`config.mk`:
```
export PLATFORM = sky130hd
export DESIGN_NAME = dmem_responder_flat
export DESIGN_NICKNAME = d
export VERILOG_FILES = /design/src/rtl/dmem_responder_if.sv /design/src/rtl/dmem_responder.sv /design/src/flat_wrapper.sv
export SDC_FILE = /design/constraint.sdc
export NUM_CORES = 1
export LEC_CHECK = 0
export CAP_MARGIN = 20
export CORE_MARGIN = 2
export CORE_UTILIZATION = 55
export CTS_CLUSTER_DIAMETER = 80
export DETAILED_ROUTE_END_ITERATION = 6
export PLACE_DENSITY_LB_ADDON = 0.05
export SLEW_MARGIN = 20
export SYNTH_ARGS = -nofsm -noshare
export SYNTH_HDL_FRONTEND = slang
export SYNTH_SLANG_ARGS = --single-unit
```
`constraint.sdc`:
```
create_clock -name clk -period 13.05 [get_ports clk]
set_clock_uncertainty 0.05 [all_clocks]
set_input_delay 2.61 -clock clk [delete_from_list [all_inputs] [get_ports clk]]
set_output_delay 2.61 -clock clk [all_outputs]
set_load 0.005 [all_outputs]
```
`src/rtl/dmem_responder_if.sv`:
```
// Load/store bus between a requester and dmem_responder.
// Request fields flow to the responder; the registered response flows back.
interface dmem_responder_if #(
    parameter int ADDR_W = 7
) ();
    logic              d_req;
    logic              d_we;
    logic              d_be;
    logic              d_he;
    logic [ADDR_W-1:0] daddr;
    logic [31:0]       dwdata;
    logic [31:0]       drdata;
    logic              d_ready;
    logic              d_err;

    modport master (
        output d_req, d_we, d_be, d_he, daddr, dwdata,
        input  drdata, d_ready, d_err
    );

    modport slave (
        input  d_req, d_we, d_be, d_he, daddr, dwdata,
        output drdata, d_ready, d_err
    );
endinterface

```
`src/rtl/dmem_responder.sv`:
```
// Data-memory responder with byte/half/word access and misalignment error; DMEM_LOAD_SEXT_EN sign-extends sub-word loads.
// Latency: d_ready is sampled WAIT_CYCLES+1 edges after the accept edge; one-cycle registered response strobe.
// Backpressure: one access in flight; d_req is only sampled in IDLE, so the requester holds it until accepted.
module dmem_responder #(
    parameter int ADDR_W      = 7,
    parameter int WAIT_CYCLES = 1
) (
    input  logic            clk,
    input  logic            rst,
    dmem_responder_if.slave bus
);
    localparam int         WIDX_W  = ADDR_W - 2;
    localparam int         DEPTH   = 1 << WIDX_W;
    localparam logic [3:0] WAIT_LD = 4'(WAIT_CYCLES);

    typedef enum logic [1:0] {ST_IDLE, ST_WAIT, ST_RESP} state_t;
    typedef enum logic [1:0] {SZ_WORD, SZ_HALF, SZ_BYTE} size_t;

    state_t            state_q, state_d;
    logic [3:0]        cnt_q, cnt_d;
    logic              we_q, we_d;
    size_t             size_q, size_d;
    logic [ADDR_W-1:0] addr_q, addr_d;
    logic [31:0]       wdata_q, wdata_d;
    logic              d_ready_q, d_ready_d;
    logic              d_err_q, d_err_d;
    logic [31:0]       drdata_q, drdata_d;

    logic [31:0]       mem_q [DEPTH];

    size_t             in_size;
    logic              acc_we;
    size_t             acc_size;
    logic [ADDR_W-1:0] acc_addr;
    logic              acc_mis;
    logic [31:0]       acc_word;
    logic [31:0]       load_val;
    logic [7:0]        load_byte;
    logic [15:0]       load_half;
    logic              resp_go;
    logic              mem_we;
    logic [31:0]       mem_wword;

    always_comb begin
        if (bus.d_be)      in_size = SZ_BYTE;
        else if (bus.d_he) in_size = SZ_HALF;
        else               in_size = SZ_WORD;
    end

    // In IDLE the live inputs are used so a zero-wait access can respond on its accept edge.
    always_comb begin
        acc_we   = we_q;
        acc_size = size_q;
        acc_addr = addr_q;
        if (state_q == ST_IDLE) begin
            acc_we   = bus.d_we;
            acc_size = in_size;
            acc_addr = bus.daddr;
        end
    end

    always_comb begin
        acc_mis = 1'b0;
        case (acc_size)
            SZ_HALF: acc_mis = acc_addr[0];
            SZ_WORD: acc_mis = |acc_addr[1:0];
            default: acc_mis = 1'b0;
        endcase
    end

    assign acc_word  = mem_q[acc_addr[ADDR_W-1:2]];
    assign load_byte = acc_word[{acc_addr[1:0], 3'b000} +: 8];
    assign load_half = acc_addr[1] ? acc_word[31:16] : acc_word[15:0];

    always_comb begin
        case (acc_size)
`ifdef DMEM_LOAD_SEXT_EN
            SZ_BYTE: load_val = {{24{load_byte[7]}}, load_byte};
            SZ_HALF: load_val = {{16{load_half[15]}}, load_half};
`else
            SZ_BYTE: load_val = {24'h0, load_byte};
            SZ_HALF: load_val = {16'h0, load_half};
`endif
            default: load_val = acc_word;
        endcase
    end

    // Store merge: read-modify-write of the addressed word, committed on the edge that ends RESP.
    always_comb begin
        mem_wword = acc_word;
        case (size_q)
            SZ_BYTE: mem_wword[{addr_q[1:0], 3'b000} +: 8] = wdata_q[7:0];
            SZ_HALF: begin
                if (addr_q[1]) mem_wword[31:16] = wdata_q[15:0];
                else           mem_wword[15:0]  = wdata_q[15:0];
            end
            default: mem_wword = wdata_q;
        endcase
    end

    assign mem_we = (state_q == ST_RESP) && we_q && !acc_mis;

    always_comb begin
        state_d   = state_q;
        cnt_d     = cnt_q;
        we_d      = we_q;
        size_d    = size_q;
        addr_d    = addr_q;
        wdata_d   = wdata_q;
        resp_go   = 1'b0;
        d_ready_d = 1'b0;
        d_err_d   = 1'b0;
        drdata_d  = 32'h0;
        case (state_q)
            ST_IDLE: begin
                if (bus.d_req) begin
                    we_d    = bus.d_we;
                    size_d  = in_size;
                    addr_d  = bus.daddr;
                    wdata_d = bus.dwdata;
                    cnt_d   = WAIT_LD;
                    if (WAIT_LD != 4'd0) begin
                        state_d = ST_WAIT;
                    end else begin
                        state_d = ST_RESP;
                        resp_go = 1'b1;
                    end
                end
            end
            ST_WAIT: begin
                cnt_d = cnt_q - 4'd1;
                if (cnt_q <= 4'd1) begin
                    state_d = ST_RESP;
                    resp_go = 1'b1;
                end
            end
            ST_RESP: state_d = ST_IDLE;
            default: state_d = ST_IDLE;
        endcase
        if (resp_go) begin
            d_ready_d = 1'b1;
            d_err_d   = acc_mis;
            drdata_d  = (acc_we || acc_mis) ? 32'h0 : load_val;
        end
    end

    always_ff @(posedge clk or negedge rst) begin
        if (!rst) begin
            state_q   <= ST_IDLE;
            cnt_q     <= 4'd0;
            we_q      <= 1'b0;
            size_q    <= SZ_WORD;
            addr_q    <= '0;
            wdata_q   <= 32'h0;
            d_ready_q <= 1'b0;
            d_err_q   <= 1'b0;
            drdata_q  <= 32'h0;
        end else begin
            state_q   <= state_d;
            cnt_q     <= cnt_d;
            we_q      <= we_d;
            size_q    <= size_d;
            addr_q    <= addr_d;
            wdata_q   <= wdata_d;
            d_ready_q <= d_ready_d;
            d_err_q   <= d_err_d;
            drdata_q  <= drdata_d;
        end
    end

    // RAM contents survive reset; an aborted access never reaches RESP, so it never writes.
    always_ff @(posedge clk) begin
        if (mem_we) begin
            mem_q[addr_q[ADDR_W-1:2]] <= mem_wword;
        end
    end

    assign bus.d_ready = d_ready_q;
    assign bus.d_err   = d_err_q;
    assign bus.drdata  = drdata_q;
endmodule

```
`src/flat_wrapper.sv`:
```
// flat-port wrapper written by rule: the top's interface ports become plain ports
module dmem_responder_flat 
#(
    parameter int ADDR_W      = 7,
    parameter int WAIT_CYCLES = 1
)
  (clk, rst, bus_d_req, bus_d_we, bus_d_be, bus_d_he, bus_daddr, bus_dwdata, bus_drdata, bus_d_ready, bus_d_err);
  dmem_responder_if #(.ADDR_W(ADDR_W)) bus_i ();
  input  logic clk;
  input  logic rst;
  input wire logic [$bits(bus_i.d_req)-1:0] bus_d_req;
  input wire logic [$bits(bus_i.d_we)-1:0] bus_d_we;
  input wire logic [$bits(bus_i.d_be)-1:0] bus_d_be;
  input wire logic [$bits(bus_i.d_he)-1:0] bus_d_he;
  input wire logic [$bits(bus_i.daddr)-1:0] bus_daddr;
  input wire logic [$bits(bus_i.dwdata)-1:0] bus_dwdata;
  output wire logic [$bits(bus_i.drdata)-1:0] bus_drdata;
  output wire logic [$bits(bus_i.d_ready)-1:0] bus_d_ready;
  output wire logic [$bits(bus_i.d_err)-1:0] bus_d_err;
  assign bus_i.d_req = bus_d_req;
  assign bus_i.d_we = bus_d_we;
  assign bus_i.d_be = bus_d_be;
  assign bus_i.d_he = bus_d_he;
  assign bus_i.daddr = bus_daddr;
  assign bus_i.dwdata = bus_dwdata;
  assign bus_drdata = bus_i.drdata;
  assign bus_d_ready = bus_i.d_ready;
  assign bus_d_err = bus_i.d_err;
  dmem_responder #(.ADDR_W(ADDR_W), .WAIT_CYCLES(WAIT_CYCLES)) u_core (.clk(clk), .rst(rst), .bus(bus_i));
endmodule
```
==> results.json, run 1 <==
{
  "num_vias": 30400,
  "slew_headroom_pct": 26.9,
  "io_buffers": 78,
  "multi_input_area_mm2": 0.0149,
  "pin_count": 79,
  "p_seq_share_pct": 37.8,
  "synth_ff_type": "edfxtp_1",
  "antenna_found_initial": 3,
  "power_frac_clock_pct": 23.4,
  "hold_buffers": 0,
  "hold_violations": 0,
  "syn-num-nets": 3309,
  "avgViaCountPerCell": 6.63,
  "ir_worst_vdd_mv": 0.201,
  "area_delta_synth_final_pct": 13.3,
  "first_pass_iters": 7,
  "fp.coreArea_mm2": 0.0868,
  "ant_nets": 0,
  "drv_slew": 0,
  "seq_area_frac_synth_pct": 68.2,
  "cts_sinks": 1106,
  "status": "completed",
  "power.total_mw": 14.3,
  "crit_fanout": 72,
  "min_period_ns": 6.82,
  "holdWs_ns": 0.448,
  "cts_root_buffer": "clkbuf_16",
  "final_area_mm2": 0.0545,
  "rsz0062_at_grt": "no",
  "syn_inst": 3252,
  "p_int_mw": 8.77,
  "p_sw_mw": 5.50,
  "cp-start-kind": "input port",
  "yosys.area.top_type_share_pct": 64.0,
  "die_h_um": 300,
  "ys_types": 62,
  "wirelength_um": 145000,
  "dp_hpwl_um": 80800,
  "grt_pass1_wl_um": 205000,
  "timing.fmax_mhz": 147,
  "netlist_area_mm2": 0.0481,
  "grt_overflow_total": 0,
  "place.gp.congestion": 0.909,
  "die_w_um": 300,
  "p_leak_nw": 19.1,
  "grt_pass1_vias": 29600,
  "tightest_slew_ns": 1.10,
  "setup_viol": 0,
  "max-cap-violations": 0,
  "drc": 0,
  "endpoint_kind": "register",
  "avgSynthCellArea_um2": 14.8,
  "ys_ff_latch": 1106,
  "yosysTopAreaCell": "edfxtp_1",
  "cts_tree": "done",
  "required_ns": 13.50,
  "pwr-share-comb_pct": 38.8,
  "initial_utilization_pct": 55.4,
  "r2r_slack_ns": 7.05,
  "hp-class": "reg2reg",
  "fill_cells": 6412,
  "cts_htree_levels": 3,
  "grt_max_degree": 143,
  "grt_util_all_layers_pct": 31.9,
  "final.setup.tns_ns": 0,
  "synth-edff-count": 1024,
  "finalCritPeriodShare_pct": 52.3,
  "numCtsBuffers": 113,
  "wire_per_inst_um": 31.6,
  "synth_area_leaders": "edfxtp_1, mux2i_1, dfrtp_1",
  "cts_resized": 0,
  "nets": 3385,
  "layout_commonest_cell": "edfxtp_1",
  "cts.clk_slew.worst_paths_ns": 0.06,
  "placementRows": 108,
  "final_cell_mix": "edfxtp_1, mux2i_1, nand2_1, nor2_1, clkbuf_16",
  "cp_data_arrival_time_ns": 7.27,
  "async_flop_share_pct": 7.41,
  "post_cts_buffers": 0,
  "first_iter_violations": 3818,
  "insertion_delay_ns": 0.70,
  "drive_gt1_share_pct": 15.0,
  "power.share.switching_pct": 38.5,
  "path_class": "in2reg",
  "cts_buffer_depth": 3,
  "postPlaceCellArea_mm2": 0.0505,
  "ff_latch_area_mm2": 0.0328,
  "ys_warn_count": 0,
  "dieArea_mm2": 0.0898,
  "powerDensity_mw_per_mm2": 262
}
[cell type report]
cell class / count / area share [%]
Sequential cell: 1106 / 60.2
Timing Repair Buffer: 163 / 2.61
Antenna cell: 1 / 0.00459
Inverter: 18 / 0.124
Clock inverter: 89 / 1.81
Tap cell: 1155 / 2.65
Multi-Input combinational cell: 1926 / 27.3
Clock buffer: 123 / 5.26
[metrics by stage]
| step | worst slack (ns) | utilization (%) | instances |
|---|---|---|---|
| 3_3_place_gp | 5.57 | 58.2 | 4368 |
| 4_1_cts | 6.09 | 62.7 | 4580 |
| 3_5_place_dp | 5.38 | 58.3 | 4368 |
| 5_1_grt | 6.03 | 62.8 | 4580 |
| 2_1_floorplan | 6.87 | - | 3252 |
| 6_report | 6.23 | 62.8 | 4581 |
[cell usage after synthesis, types with 30 or more instances]
master,count
buf_2,99
nand2_1,349
mux2_2,108
o32ai_1,92
mux4_2,30
o22ai_1,55
o21ai_0,102
clkbuf_1,72
mux2i_1,532
a32oi_1,85
a21oi_1,51
edfxtp_1,1024
dfrtp_1,82
nor2_1,272
[power by group through the flow]
stage | Combinational, mW | Clock (mW) | Sequential (mW)
final | 5.54 | 3.34 | 5.40
after global routing | 5.83 | 3.51 | 5.40
after CTS | 5.39 | 3.37 | 5.39
after detailed placement | 5.37 | 0 | 5.46
after global placement | 5.21 | 0 | 5.46
after floorplan | 3.41 | 0 | 5.35
[worst paths after layout]
path,startpoint,end,cells past startpoint
worst max-delay path,bus_daddr[3],u_core.mem_q[4][11]$_DFFE_PP_,11
worst min-delay path,u_core.wdata_q[31]$_DFFE_PN0P_,u_core.wdata_q[31]$_DFFE_PN0P_,2
worst max register to register,u_core.state_q[0]$_DFFE_PN0P_,u_core.mem_q[8][28]$_DFFE_PP_,10
worst min register to register,u_core.wdata_q[31]$_DFFE_PN0P_,u_core.wdata_q[31]$_DFFE_PN0P_,2
max in group asynchronous,rst,u_core.addr_q[2]$_DFFE_PN0P_,2
min in group asynchronous,rst,u_core.bus.drdata[19]$_DFF_PN0_,1
[worst max-delay path, cell delays in order]
cell and delay [ns]:
buf_4 0.61, or3b_1 0.53, nand2_8 0.47, buf_4 0.90, mux2i_1 0.18, a32oi_1 0.21
a21bo_2 0.16, and4_4 0.25, a22oi_1 0.08, o21ai_1 0.72, buf_4 0.39
[flip-flops by register name (all words and copies together), names as in the netlist]
register            flops
u_core.addr_q           7
u_core.bus.d_err        1
u_core.bus.d_ready      1
u_core.bus.drdata      32
u_core.cnt_q            4
u_core.mem_q         1024
u_core.size_q           2
u_core.state_q          2
u_core.wdata_q         32
u_core.we_q             1
[per-layer routing]
metal | vias to the layer above | track usage (%) | part of all wire (%)
met4 | 4 | 14.0 | 5.1
met3 | 394 | 6.13 | 9.8
met5 | - | 0 | 0.079
li1 | 12800 | - | -
met2 | 1700 | 50.5 | 46
met1 | 15500 | 43.4 | 39
[cell families (layout without fill, tap and decap cells)]
kind of cell | after synthesis | in the layout | synth area share, %
AOI/OAI and AO/OA | 504 | 504 | 7.70
buffers and inverters | 220 | 393 | 2.21
and+or+nand+nor | 738 | 738 | 6.49
muxes | 671 | 671 | 15.0
other | 0 | 1 | 0
DFF | 1106 | 1106 | 68.2
xor gates and xnor gates | 1 | 1 | 0.0182
adders and majority gates | 12 | 12 | 0.312
No activity file was read; power rests on OpenSTA's default activity.
==> run 2, diff against run 1 <==
==> constraint.sdc (replaced) <==
create_clock -name clk -period 5.85 [get_ports clk]
set_clock_uncertainty 0.05 [all_clocks]
set_input_delay 1.17 -clock clk [delete_from_list [all_inputs] [get_ports clk]]
set_output_delay 1.17 -clock clk [all_outputs]
set_load 0.005 [all_outputs]
==> results.json, run 2 (same netlist as run 1, synthesis figures left out) <==
{
  "cts_tree": "done",
  "postPlaceCellArea_mm2": 0.0515,
  "io_buffers": 78,
  "cts_root_buffer": "clkbuf_16",
  "insertion_delay_ns": 0.69,
  "wire_per_inst_um": 30.1,
  "die_w_um": 300,
  "required_ns": 6.33,
  "tightest_slew_ns": 1.20,
  "timing.fmax_mhz": 209,
  "numCtsBuffers": 111,
  "cts_sinks": 1106,
  "drive_gt1_share_pct": 16.5,
  "post_cts_buffers": 0,
  "min_period_ns": 4.78,
  "n_antenna_cell": 0,
  "final_cell_mix": "edfxtp_1, mux2i_1, nand2_1, nor2_1, buf_4",
  "final_area_mm2": 0.0550,
  "p_leak_nw": 19.4,
  "placementRows": 108,
  "hold_buffers": 0,
  "ir_worst_vdd_mv": 0.483,
  "num_vias": 30400,
  "final.setup.tns_ns": 0,
  "antenna_found_initial": 4,
  "first_iter_violations": 3708,
  "crit_fanout": 36,
  "initial_utilization_pct": 55.4,
  "cts.clk_slew.worst_paths_ns": 0.06,
  "largest_register_ffs": 1024,
  "grt_util_all_layers_pct": 30.7,
  "slew_headroom_pct": 20.0,
  "setup_viol": 0,
  "layout_commonest_cell": "edfxtp_1",
  "path_class": "reg2reg",
  "rsz0062_at_grt": "no",
  "nets": 3455,
  "cts_resized": 0,
  "hold_violations": 0,
  "status": "completed",
  "grt_pass1_wl_um": 200000,
  "wirelength_um": 140000,
  "drv_slew": 0,
  "drc": 0,
  "grt_overflow_total": 0,
  "grt_max_degree": 94,
  "area_delta_synth_final_pct": 14.3,
  "first_pass_iters": 6,
  "dp_hpwl_um": 84000,
  "cts_htree_levels": 3,
  "fp.coreArea_mm2": 0.0868,
  "critPathBufInv": 3,
  "max-cap-violations": 0,
  "powerDensity_mw_per_mm2": 572,
  "cp_data_arrival_time_ns": 5.26,
  "die_h_um": 300,
  "pin_count": 79,
  "finalCritPeriodShare_pct": 81.8,
  "cts_buffer_depth": 3,
  "crit_top_cell": "buf_4",
  "grt_pass1_vias": 29600,
  "critPathTopFamily": "simple AND/OR/NAND/NOR gates",
  "crit_chain": "or2_4, buf_4, nand2_1, nand2_1, buf_4, o21ai_0, nand4_1, nor3_1, buf_4, a221oi_1, a21oi_1",
  "slowest_stage": "dfrtp_1",
  "ant_nets": 0,
  "place.gp.congestion": 0.951,
  "cp-start-kind": "register",
  "endpoint_kind": "register",
  "avgViaCountPerCell": 6.54,
  "hp-class": "reg2reg",
  "dieArea_mm2": 0.0898,
  "slowest_delay_ns": 0.80
}
[run 2: worst paths after layout]
check                                              start  slack (ns)  cells past startpoint                              to
hold reg to reg              u_core.cnt_q[3]$_DFFE_PN0P_        0.47                      1   u_core.state_q[1]$_DFFE_PN0P_
setup reg to reg           u_core.state_q[1]$_DFFE_PN0P_        1.07                     11  u_core.bus.drdata[2]$_DFF_PN0_
min in group asynchronous                            rst        0.51                      1  u_core.wdata_q[25]$_DFFE_PN0P_
max in group asynchronous                            rst        4.14                      2  u_core.wdata_q[16]$_DFFE_PN0P_
setup / recovery           u_core.state_q[1]$_DFFE_PN0P_        1.07                     11  u_core.bus.drdata[2]$_DFF_PN0_
hold / removal               u_core.cnt_q[3]$_DFFE_PN0P_        0.47                      1   u_core.state_q[1]$_DFFE_PN0P_
[run 2: area by class of cell]
type | count | area, µm²
Clock buffer | 163 | 3150
Inverter | 18 | 67.6
Fill cell | 6355 | 31800
Clock inverter | 43 | 352
Timing Repair Buffer | 235 | 2430
Tap cell | 1155 | 1450
Multi-Input combinational cell | 1926 | 14700
Sequential cell | 1106 | 32800
[run 2: metrics by stage]
| step | utilization, % | std cells | hold WS, ns | total power, mW | setup WS [ns] |
|---|---|---|---|---|---|
| 2_1_floorplan | - | 3252 | 0.396 | 19.5 | 1.11 |
| 3_3_place_gp | 59.3 | 4440 | 0.448 | 24.2 | 0.729 |
| 3_5_place_dp | 59.3 | 4440 | 0.452 | 24.5 | 0.752 |
| 4_1_cts | 63.4 | 4646 | 0.460 | 31.3 | 1.23 |
| 5_1_grt | 63.4 | 4646 | 0.497 | 32.5 | 1.10 |
| 6_report | 63.4 | 4646 | 0.470 | 31.4 | 1.07 |
[run 2: per-layer routing]
layer | global-route usage (%) | vias to the layer above | share of wire, %
li1 | - | 12900 | -
met1 | 41.9 | 15500 | 40
met2 | 48.6 | 1572 | 47
met3 | 5.29 | 315 | 8.7
met4 | 14.4 | 2 | 5.0
met5 | 0 | - | 0.012
[run 2: power by group]
group	leakage (nW)	internal, mW	switching (mW)	total [mW]
Combinational	7.28	4.12	8.55	12.7
Sequential	10.4	11.4	0.457	11.9
Clock	1.72	3.89	2.95	6.84
